<file path="config.mk">
export PLATFORM = sky130hd
export DESIGN_NAME = predictor_update_arbiter
export DESIGN_NICKNAME = d
export VERILOG_FILES = /design/src/rtl/predictor_update_arbiter.sv
export SDC_FILE = /design/constraint.sdc
export NUM_CORES = 1
export LEC_CHECK = 0
export ABC_AREA = 1
export BUFFER_PORTS_ARGS = -buffer_cell sky130_fd_sc_hd__buf_2
export CAP_MARGIN = 30
export CORE_ASPECT_RATIO = 1.75
export CORE_UTILIZATION = 40
export DETAILED_ROUTE_END_ITERATION = 8
export SETUP_SLACK_MARGIN = 0.05
export SLEW_MARGIN = 20
export SYNTH_ARGS = -nofsm -noshare
export SYNTH_HDL_FRONTEND = slang
export SYNTH_SLANG_ARGS = --single-unit
</file>
<file path="constraint.sdc">
create_clock -name CLK -period 12.25 [get_ports CLK]
set_input_delay 1.225 -clock CLK [delete_from_list [all_inputs] [get_ports CLK]]
set_output_delay 1.225 -clock CLK [all_outputs]
set_load 0.01 [all_outputs]
</file>
<file path="src/rtl/predictor_update_arbiter.sv">
// Predictor update arbiter: shares one BTB/PHT port between fetch lookups and queued branch updates.
// Latency: grant and table controls are combinational from state; an accepted update waits >=1 cycle in the queue.
// Backpressure: upd_ready falls when the queue is full, during a flush cycle and for the whole clear sweep.
//
// Ports:
//   CLK, RST                  clock and synchronous active-high reset
//   lookup_req/pc, lookup_gnt fetch read request and its grant
//   upd_valid/pc/target/taken resolved-branch update offer; upd_ready accepts it
//   flush_req, busy           table invalidation request and clear-sweep indicator
//   tbl_*                     single table port (enable, write, index, write payload)
module predictor_update_arbiter #(
  parameter int  TABLE_DEPTH  = 256,
  parameter int  FIFO_DEPTH   = 4,
  parameter int  STARVE_LIMIT = 8,
  localparam int IDX_W        = $clog2(TABLE_DEPTH),
  localparam int TAG_W        = 30 - IDX_W
) (
  input  logic             CLK,
  input  logic             RST,
  input  logic             lookup_req,
  input  logic [31:0]      lookup_pc,
  output logic             lookup_gnt,
  input  logic             upd_valid,
  input  logic [31:0]      upd_pc,
  input  logic [31:0]      upd_target,
  input  logic             upd_taken,
  output logic             upd_ready,
  input  logic             flush_req,
  output logic             busy,
  output logic             tbl_en,
  output logic             tbl_we,
  output logic [IDX_W-1:0] tbl_idx,
  output logic [TAG_W-1:0] tbl_wtag,
  output logic [31:0]      tbl_wtarget,
  output logic             tbl_wtaken,
  output logic             tbl_wvalid
);

  localparam int PTR_W = $clog2(FIFO_DEPTH);
  localparam int CNT_W = $clog2(FIFO_DEPTH + 1);
  localparam int STV_W = $clog2(STARVE_LIMIT + 1);

  typedef enum logic {S_CLEAR, S_RUN} state_t;

  typedef struct packed {
    logic [IDX_W-1:0] idx;
    logic [TAG_W-1:0] tag;
    logic [31:0]      target;
    logic             taken;
  } upd_entry_t;

  state_t             state_q, state_d;
  logic [IDX_W-1:0]   clr_cnt_q, clr_cnt_d;
  logic [PTR_W-1:0]   wr_ptr_q, wr_ptr_d;
  logic [PTR_W-1:0]   rd_ptr_q, rd_ptr_d;
  logic [CNT_W-1:0]   count_q, count_d;
  logic [STV_W-1:0]   starve_q, starve_d;
  upd_entry_t         fifo_mem_q [FIFO_DEPTH];

  logic               push;
  logic               pop;
  upd_entry_t         push_entry;
  upd_entry_t         head;

  // Only the index bits of the lookup PC and the word-aligned update PC matter.
  logic unused_pc_bits;
  assign unused_pc_bits = ^{lookup_pc[31:IDX_W+2], lookup_pc[1:0], upd_pc[1:0]};

  assign push_entry = '{idx: upd_pc[IDX_W+1:2], tag: upd_pc[31:IDX_W+2],
                        target: upd_target, taken: upd_taken};
  assign head       = fifo_mem_q[rd_ptr_q];

  always_comb begin
    state_d     = state_q;
    clr_cnt_d   = clr_cnt_q;
    wr_ptr_d    = wr_ptr_q;
    rd_ptr_d    = rd_ptr_q;
    starve_d    = starve_q;
    push        = 1'b0;
    pop         = 1'b0;
    lookup_gnt  = 1'b0;
    upd_ready   = 1'b0;
    busy        = 1'b0;
    tbl_en      = 1'b0;
    tbl_we      = 1'b0;
    tbl_idx     = '0;
    tbl_wtag    = '0;
    tbl_wtarget = '0;
    tbl_wtaken  = 1'b0;
    tbl_wvalid  = 1'b0;

    case (state_q)
      S_CLEAR: begin
        busy    = 1'b1;
        tbl_en  = 1'b1;
        tbl_we  = 1'b1;
        tbl_idx = clr_cnt_q;
        if (flush_req) begin
          clr_cnt_d = '0;
        end else if (clr_cnt_q == IDX_W'(TABLE_DEPTH - 1)) begin
          state_d   = S_RUN;
          clr_cnt_d = '0;
        end else begin
          clr_cnt_d = clr_cnt_q + 1'b1;
        end
      end

      default: begin
        if (flush_req) begin
          // Queued updates target a table about to be wiped, so drop them.
          state_d   = S_CLEAR;
          clr_cnt_d = '0;
          wr_ptr_d  = '0;
          rd_ptr_d  = '0;
          starve_d  = '0;
        end else begin
          // Fullness is judged before this cycle's pop, so a full queue never pushes.
          upd_ready = (count_q < CNT_W'(FIFO_DEPTH));
          push      = upd_valid && upd_ready;
          pop       = (count_q != '0) &&
                      (!lookup_req || (count_q == CNT_W'(FIFO_DEPTH)) ||
                       (starve_q >= STV_W'(STARVE_LIMIT)));
          if (pop) begin
            tbl_en      = 1'b1;
            tbl_we      = 1'b1;
            tbl_idx     = head.idx;
            tbl_wtag    = head.tag;
            tbl_wtarget = head.target;
            tbl_wtaken  = head.taken;
            tbl_wvalid  = 1'b1;
          end else if (lookup_req) begin
            lookup_gnt = 1'b1;
            tbl_en     = 1'b1;
            tbl_idx    = lookup_pc[IDX_W+1:2];
          end

          if (pop || count_q == '0) begin
            starve_d = '0;
          end else if (starve_q < STV_W'(STARVE_LIMIT)) begin
            starve_d = starve_q + 1'b1;
          end

          if (push) wr_ptr_d = wr_ptr_q + 1'b1;
          if (pop)  rd_ptr_d = rd_ptr_q + 1'b1;
        end
      end
    endcase

    if (state_q == S_RUN && flush_req) begin
      count_d = '0;
    end else begin
      count_d = count_q + CNT_W'(push) - CNT_W'(pop);
    end
  end

  always_ff @(posedge CLK) begin
    if (RST) begin
      state_q   <= S_CLEAR;
      clr_cnt_q <= '0;
      wr_ptr_q  <= '0;
      rd_ptr_q  <= '0;
      count_q   <= '0;
      starve_q  <= '0;
    end else begin
      state_q   <= state_d;
      clr_cnt_q <= clr_cnt_d;
      wr_ptr_q  <= wr_ptr_d;
      rd_ptr_q  <= rd_ptr_d;
      count_q   <= count_d;
      starve_q  <= starve_d;
    end
  end

  // Payload storage needs no reset; occupancy is tracked by the pointers.
  always_ff @(posedge CLK) begin
    if (push && !RST) begin
      fifo_mem_q[wr_ptr_q] <= push_entry;
    end
  end

endmodule

</file>
## After elaboration in Yosys (flattened, before gate mapping)

Memories as Yosys holds them, arrays and structs flattened. A register that Yosys moved wholly into a read port is not among the register bits.
Index checks and enable logic that the tools add are counted.

- Mux-type cells: 50
- Equal/unequal tests: 3
- Magnitude comparators: 3
- Reductions and logical operators: 18
- $add $sub $neg: 6

Operators by type and width:

| operator | number |
|---|---|
| two-way mux 32 bit | 3 |
| two-way mux 22 bit | 3 |
| two-way mux 8 bit | 8 |
| two-way mux 1 bit | 27 |
| two-way mux 2 bit | 6 |
| two-way mux 4 bit | 3 |
| adder 8 x 1 -> 8 bit, second input constant | 1 |
| == test 8 bit, second input constant | 1 |
| AND reduction 2 bit | 3 |
| nonzero test 3 bit | 2 |
| adder 2 x 1 -> 2 bit, second input constant | 2 |
| adder 4 x 1 -> 4 bit, second input constant | 1 |
| greater-or-equal comparator 4 bit, second input constant | 1 |
| logical AND 1 bit | 4 |
| < comparator 4 bit, second input constant | 1 |
| nonzero test 2 bit | 2 |
| adder 3 x 1 -> 3 bit | 1 |
| == test 3 bit, second input constant | 1 |
| zero test 3 bit | 1 |
| logical OR 1 bit | 3 |
| < comparator 3 bit, second input constant | 1 |
| subtractor 3 x 1 -> 3 bit | 1 |
| zero test 1 bit | 2 |
| != test 2 bit, second input constant | 1 |
| OR reduction 2 bit | 1 |

- Memories kept: 1
- Output and inout port bits: 69
- Memory bits (writable): 252
- Bits in registers: 20

Memory list:

| name | words | width | read ports | clocked after memory_dff | write ports | RTL line | RTL |
|---|---|---|---|---|---|---|---|
| fifo_mem_q | 4 | 63 | 1 | 1 | 1 | 58 | `upd_entry_t fifo_mem_q [FIFO_DEPTH];` |

## Logic depth before layout (Yosys ltp)

Gate-level depths: netlist of the first run.

- Depth after elaboration: 8
- Mapped depth: 12
- Depth with buffers taken out: 12

## Worst setup path after synthesis of the first run

Ideal clock, no wire load.

- Path type: input to register
- From: in flush_req
- To: mem fifo_mem_q[0][0] (netlist bit) (enable)
- Path buffers: 0
- Setup slack: 7.409 ns
- Arrival time: 4.357 ns
- Stages: 5
- Setup time: 0.485 ns
- Required time: 11.765 ns
- Cells stage by stage: inv_2 nand2_4 nor2_2 nand3_1 nor2_1

- Word-level cells in the longest chain between the ends: 5

Ends and longest elaborated chain:

| element | RTL line | RTL |
|---|---|---|
| from (decl) | 28 | `input logic flush_req,` |
| two-way mux 1 bit | 109 | `if (flush_req) begin` |
| two-way mux 1 bit | 92 | `case (state_q)` |
| logical AND 1 bit | 176 | `if (push && !RST) begin` |
| two-way mux 1 bit | 176 |  |
| two-way mux 1 bit (implied by the code) | 177 | `fifo_mem_q[wr_ptr_q] <= push_entry;` |
| to (decl) | 58 |  |

No other way between the ends.

==> key figures, run 1 <==
Run status
  • Status: complete, no violations

Floorplan
  • Die Y: about 220 um
  • # rows: 81
  • Initial Util: 0.405
  • Chip width: roughly 130 um
  • Io pins: 171
  • Area of the core: ~28000 um^2
  • Die Area: 28900 um^2

Critical path
  • Critical-path top delay cell: clkinv_2
  • Worst path top cell family by delay: buffers and inverters
  • Worst Path Max Fanout: 63
  • CP Cell Sequence: clkinv_2 -> buf_4 -> nand2_1 -> nand3_1 -> o21ai_0 -> nand2_1 -> nand3b_1 -> buf_2
  • CP Launch Type: flip-flop
  • Critical path type: reg2out
  • Req. time, crit path: around 11 ns
  • Crit. End Element: primary output
  • Worst path bufs/invs: 3
  • Arrival @ worst endpoint: 3.13 ns
  • Most used cell, CP: nand2_1
  • Highest cell delay on the worst timing path: 0.77 ns

Clocking
  • Worst-Skew Late Latency: 0.52 ns
  • CTS resizes: 0
  • Clock Tree Root: clkbuf_16
  • Cts hold-fix bufs: 0
  • Num CTS Buffers: 25
  • Clk buf depth: 3
  • CTS Sinks: 274
  • CTS tree: built
  • Setup Buffers After CTS: 0
  • Reg clk slew, reported paths: approximately 0.07 ns
  • H-tree depth: 1

Place
  • GP Congestion: 0.797
  • Port Buf Inserts: 144
  • Hpwl dp: roughly 14000 um
  • Cell Count Post-Placement: 1430

Final layout
  • Post-Layout Cell Count: 1478
  • Share of cells above drive strength 1: 0.231
  • Final nets: 1197
  • Util after Layout: 0.474
  • P&R area growth vs syn: 17.2%

Pwr
  • Sw frac: 0.189
  • Switch Pwr: between 0.3 and 0.4 mW
  • Reg power frac: 0.564
  • Int Pwr: 1.47 mW
  • Clock power frac: 0.423
  • Pwr dens: about 140 nW/um^2
  • Max rail drop VDD: 136 uV
  • Gate power share: 0.013
  • Total chip power: 1.81 mW
  • Leakage: 4.78 nW

Routing
  • 1st-iter DRT viols: 346
  • Drt first pass iters: 5
  • Wire length per cell: 16.7 um
  • Vias: 7259
  • # DRC: 0
  • Antenna viol nets, final: 0
  • WL final: around 25000 um
  • Vias/cell: 4.91

Timing
  • Setup-failing EPs final: 0
  • Sum of negative setup slack: 0 ns
  • Crit path time final: around 4.4 ns
  • Final hold violation count: 0
  • WHS: 0.469 ns
  • Worst slew pin tran: 0.844 ns
  • Worst Clk Skew: 0.0119 ns
  • RSZ-0062 raised after global routing: no
  • FMAX: approximately 0.23 GHz
  • Tcrit/Tclk final: 0.356
  • Worst rel slew slack: 0.437
  • Fin. max-slew vios: 0

Synthesis
  • Syn Std Cell Area: between 10000 and 15000 um^2
  • Post-synthesis cell count: 950
  • Post-synthesis area per instance: 11.9 um^2
  • Synth top area cells: edfxtp_1 (67%), nor2_1 (8.8%), o21ai_0 (4.9%)
  • Sequential share of the synthesized area: 0.710
  • Count of state elements after synthesis: 274
  • Syn_nets: 1062
  • Synth area leader: edfxtp_1
  • Synth top area share: 0.671
  • Distinct cells, synth: 36
  • Yosys Warn Count: 0

GRT
  • Largest net degree at the start of global routing: between 90 and 100
  • GRT Total Usage: 0.173
  • Vias in the first global route: 7122
  • Initial antenna violation count: 5
  • First-pass GRT wire length: 37400 um
  • Gr ovfl total: 0

Worst hold path
  • HP Class: reg2reg

Flow run
  • Max Cap Viol: 0
==> power by group through the flow <==
stage / clock network, mW / registers, mW / logic [mW]
after global routing: 0.816 / 1.02 / 0.0259
after CTS: 0.785 / 1.02 / 0.0234
after detailed placement: 0 / 1.04 / 0.0233
final: 0.765 / 1.02 / 0.0234
after global placement: 0 / 1.04 / 0.0220
after floorplan: 0 / 1.04 / 0.00307
==> worst paths after layout <==
check                           slack, ns           to        start  depth (start not counted)
worst max-delay path                 7.89   tbl_idx[5]    flip-flop                          8
worst min-delay path                 0.47  starve_q[3]  starve_q[3]                          2
worst max register to register       9.58   count_q[2]      state_q                         12
worst min register to register       0.47  starve_q[3]  starve_q[3]                          2
==> area by class of cell <==
class | count | area, um^2
multi-input cells | 588 | 2830
flip-flops and latches | 274 | 8010
clock inverters | 19 | 176
clock buffers | 26 | 629
fillers | 2480 | 14700
repair buffers | 159 | 953
inverters | 37 | 143
well taps | 373 | 467
diodes | 2 | 5.00
==> worst min-delay path: stages (launching register included) <==
cell and delay (ns):
dfxtp_1 0.31, nand2_1 0.06, a21oi_1 0.06
==> Yosys cell counts (all sizes together) <==
cell    instances
o21ai         131
buf            34
nor3            2
dfxtp          22
a21oi          70
nand3          17
nor2          266
ha              9
nand4           3
a211oi          1
fa              1
and2            1
nor3b           1
clkbuf         17
and3            1
xnor2           1
or2             1
nand2          78
o21bai          1
xor2            2
inv            37
edfxtp        252
nand3b          2
==> cells by family (layout without fill, tap and decap cells) <==
family | after synthesis | after routing | share of synthesized area
AOI/OAI and AO/OA | 203 | 203 | 0.104
xor gates and xnor gates | 3 | 3 | 0.00233
adders and majority gates | 10 | 10 | 0.0118
buffers and inverters | 88 | 241 | 0.0413
DFF | 274 | 274 | 0.710
other | 0 | 2 | 0
and+or+nand+nor | 372 | 372 | 0.131
==> placed cells by master, fill, tap and decap left out, drive strengths merged, types with 2 or more instances in the layout <==
master	instances
dfxtp	22
clkinv	15
nor2	266
nand4	3
edfxtp	252
diode	2
nand3b	2
ha	9
nand3	17
clkbuf	26
nor3	2
xor2	2
o21ai	131
a21oi	70
buf	159
inv	37
nand2	78
bufinv	3
==> routing by layer <==
metal | part of all wire | vias to the layer above | global-route usage
met1 | 0.39 | 3485 | 0.187
met5 | 0.0015 | - | 0
met2 | 0.53 | 155 | 0.325
met3 | 0.047 | 53 | 0.0310
li1 | - | 3560 | -
met4 | 0.029 | 6 | 0.0725
==> state kept, by name, indices dropped and copies added, names as in the netlist, named ones only <==
| signal | flops |
|---|---|
| count_q | 3 |
| state_q | 1 |
| rd_ptr_q | 2 |
| wr_ptr_q | 2 |
| starve_q | 4 |
| fifo_mem_q | 252 |
| clr_cnt_q | 8 |
==> stage by stage <==
stage          cell area (um^2)  setup slack, ns
3_3_place_gp              12200             7.73
6_report                  13200             7.89
5_1_grt                   13200             7.50
2_1_floorplan             11300             7.41
4_1_cts                   13200             7.75
3_5_place_dp              12400             8.25
Power figures use the tool's default switching activity.
==> run 2, diff against run 1 <==
Clock period 12.25 ns to 3.65 ns, I/O delays scaled along.
==> key figures, run 2 (synthesis results as in run 1) <==
Flow run
  • Max Cap Viol: 0 (unchanged)

Timing
  • Setup-failing EPs final: 0 (unchanged)
  • Worst slew pin tran: 0.984 ns (+0.140 ns)
  • WHS: 0.0277 ns (-0.441 ns)
  • Worst Clk Skew: 0.0206 ns (+0.00874 ns)
  • FMAX: 0.359 GHz
  • Sum of negative setup slack: 0 ns (unchanged)
  • Worst rel slew slack: 0.344 (-0.0931)
  • Crit path time final: 2.78 ns
  • Tcrit/Tclk final: 0.763
  • Final hold violation count: 0 (unchanged)
  • Fin. max-slew vios: 0 (unchanged)
  • RSZ-0062 raised after global routing: no

Final layout
  • Fill count: 2479 (-0.040%)
  • Max reg flops: 252 (unchanged)
  • Final nets: 1198 (+0.084%)
  • Util after Layout: 0.476 (+0.00180)
  • Top reg by flops: fifo_mem_q
  • P&R area growth vs syn: 17.7%
  • Biggest regs: fifo_mem_q x252, clr_cnt_q x8, starve_q x4
  • Most frequent cells in the layout: nor2_1 (261), edfxtp_1 (252), buf_2 (144)
  • Area of the multi-input gates: 2830 um^2 (unchanged)
  • Register Area: 8010 um^2 (unchanged)
  • Share of cells above drive strength 1: 0.233 (+0.00139)
  • Commonest non-fill, non-tap cell in the layout: nor2_1

Critical path
  • CP Launch Type: flip-flop
  • Critical path type: reg2out
  • Crit. End Element: primary output
  • Arrival @ worst endpoint: 2.42 ns (-0.71 ns)
  • Worst Path Max Fanout: 88 (+40%)
  • Req. time, crit path: 3.28 ns (-7.74 ns)

Routing
  • 1st-iter DRT viols: 478 (+38%)
  • Metal2 WL: 13700 um (+4.1%)
  • Drt first pass iters: 4 (-1)
  • Wire length per cell: 16.8 um (+0.60%)
  • Vias: 7306 (+0.65%)
  • WL met3: 1150 um (-0.69%)
  • Top layer in use: met5
  • Metal-1 WL: 9460 um (-1.6%)
  • Vias/cell: 4.93 (+0.44%)
  • # DRC: 0 (unchanged)
  • Antenna viol nets, final: 0 (unchanged)
  • WL final: 24900 um (+0.81%)

Clocking
  • Worst-Skew Late Latency: 0.55 ns (+0.03 ns)
  • Clk buf depth: 3 (unchanged)
  • CTS tree: built
  • CTS resizes: 0 (unchanged)
  • Reg clk slew, reported paths: 0.06 ns (about the same)
  • Setup Buffers After CTS: 0 (unchanged)
  • Cts hold-fix bufs: 0 (unchanged)
  • CTS Sinks: 274 (unchanged)
  • H-tree depth: 1 (unchanged)
  • Num CTS Buffers: 27 (+8.0%)
  • Clock Tree Root: clkbuf_16

Floorplan
  • Chip width: 129 um (unchanged)
  • Io pins: 171 (unchanged)
  • # rows: 81 (unchanged)
  • Die Y: 224 um (unchanged)
  • Initial Util: 0.405 (unchanged)
  • Die Area: 28900 um^2 (unchanged)
  • Area of the core: 27900 um^2 (unchanged)

Pwr
  • Max rail drop VDD: 472 uV (+250%)
  • Leakage: 4.80 nW (+0.50%)
  • Pwr dens: 469 nW/um^2 (+240%)
  • Total chip power: 6.22 mW (+240%)

Worst hold path
  • HP Class: in2reg

GRT
  • Vias in the first global route: 7235 (+1.6%)
  • GRT Total Usage: 0.175 (+0.00149)
  • First-pass GRT wire length: 37800 um (+1.1%)
  • Gr ovfl total: 0 (unchanged)
  • Initial antenna violation count: 7 (+2)
  • Largest net degree at the start of global routing: 89 (-3.3%)

Place
  • GP Congestion: 0.787 (-1.2%)
  • Port Buf Inserts: 144 (unchanged)
  • Hpwl dp: 14300 um (+2.1%)

Run status
  • Status: complete, no violations
-- run 2: final timing paths --
path,start,to,slack [ns],cells past startpoint
min reg2reg,clr_cnt_q[7],clr_cnt_q[7],0.49,2
max,flip-flop,tbl_wtag[16],0.87,6
max reg2reg,state_q,fifo_mem_q[1][12],1.12,5
min,upd_pc[16],fifo_mem_q[1][39],0.03,1
-- run 2: area by class of cell --
type / instances / area share
Timing Repair Buffer: 158 / 0.0698
Clock buffer: 39 / 0.0604
Multi-Input combinational cell: 588 / 0.214
Sequential cell: 274 / 0.604
Inverter: 37 / 0.0107
Tap cell: 373 / 0.0352
Antenna cell: 3 / 0.000566
Clock inverter: 9 / 0.00594
-- run 2: report_power, final --
| part | leakage, nW | switching [mW] | total (mW) | internal (mW) |
|---|---|---|---|---|
| combinational | 1.92 | 0.0458 | 0.0790 | 0.0332 |
| sequential | 2.44 | 0.00160 | 3.42 | 3.42 |
| clock | 0.436 | 1.12 | 2.72 | 1.59 |
-- run 2: critical path: stages (launching register included) --
cell,delay [ns]
dfxtp_4,0.36
buf_4,0.76
nor2_1,0.12
nor2_1,0.11
o21ai_0,0.12
a21oi_2,0.22
buf_2,0.16
-- run 2: metal layers --
metal,GRT usage,up-vias
met5,0,-
met4,0.0668,6
met3,0.0349,34
met2,0.334,157
met1,0.183,3539
li1,-,3570
-- run 2: through the flow --
step                      cells  instance area, um^2  setup WS [ns]
final                      1481                13300          0.865
after global routing       1481                13300          0.682
after CTS                  1478                13300          0.795
after detailed placement   1430                12400           1.09
after global placement     1429                12400           1.08
after floorplan             950                11300         -0.347
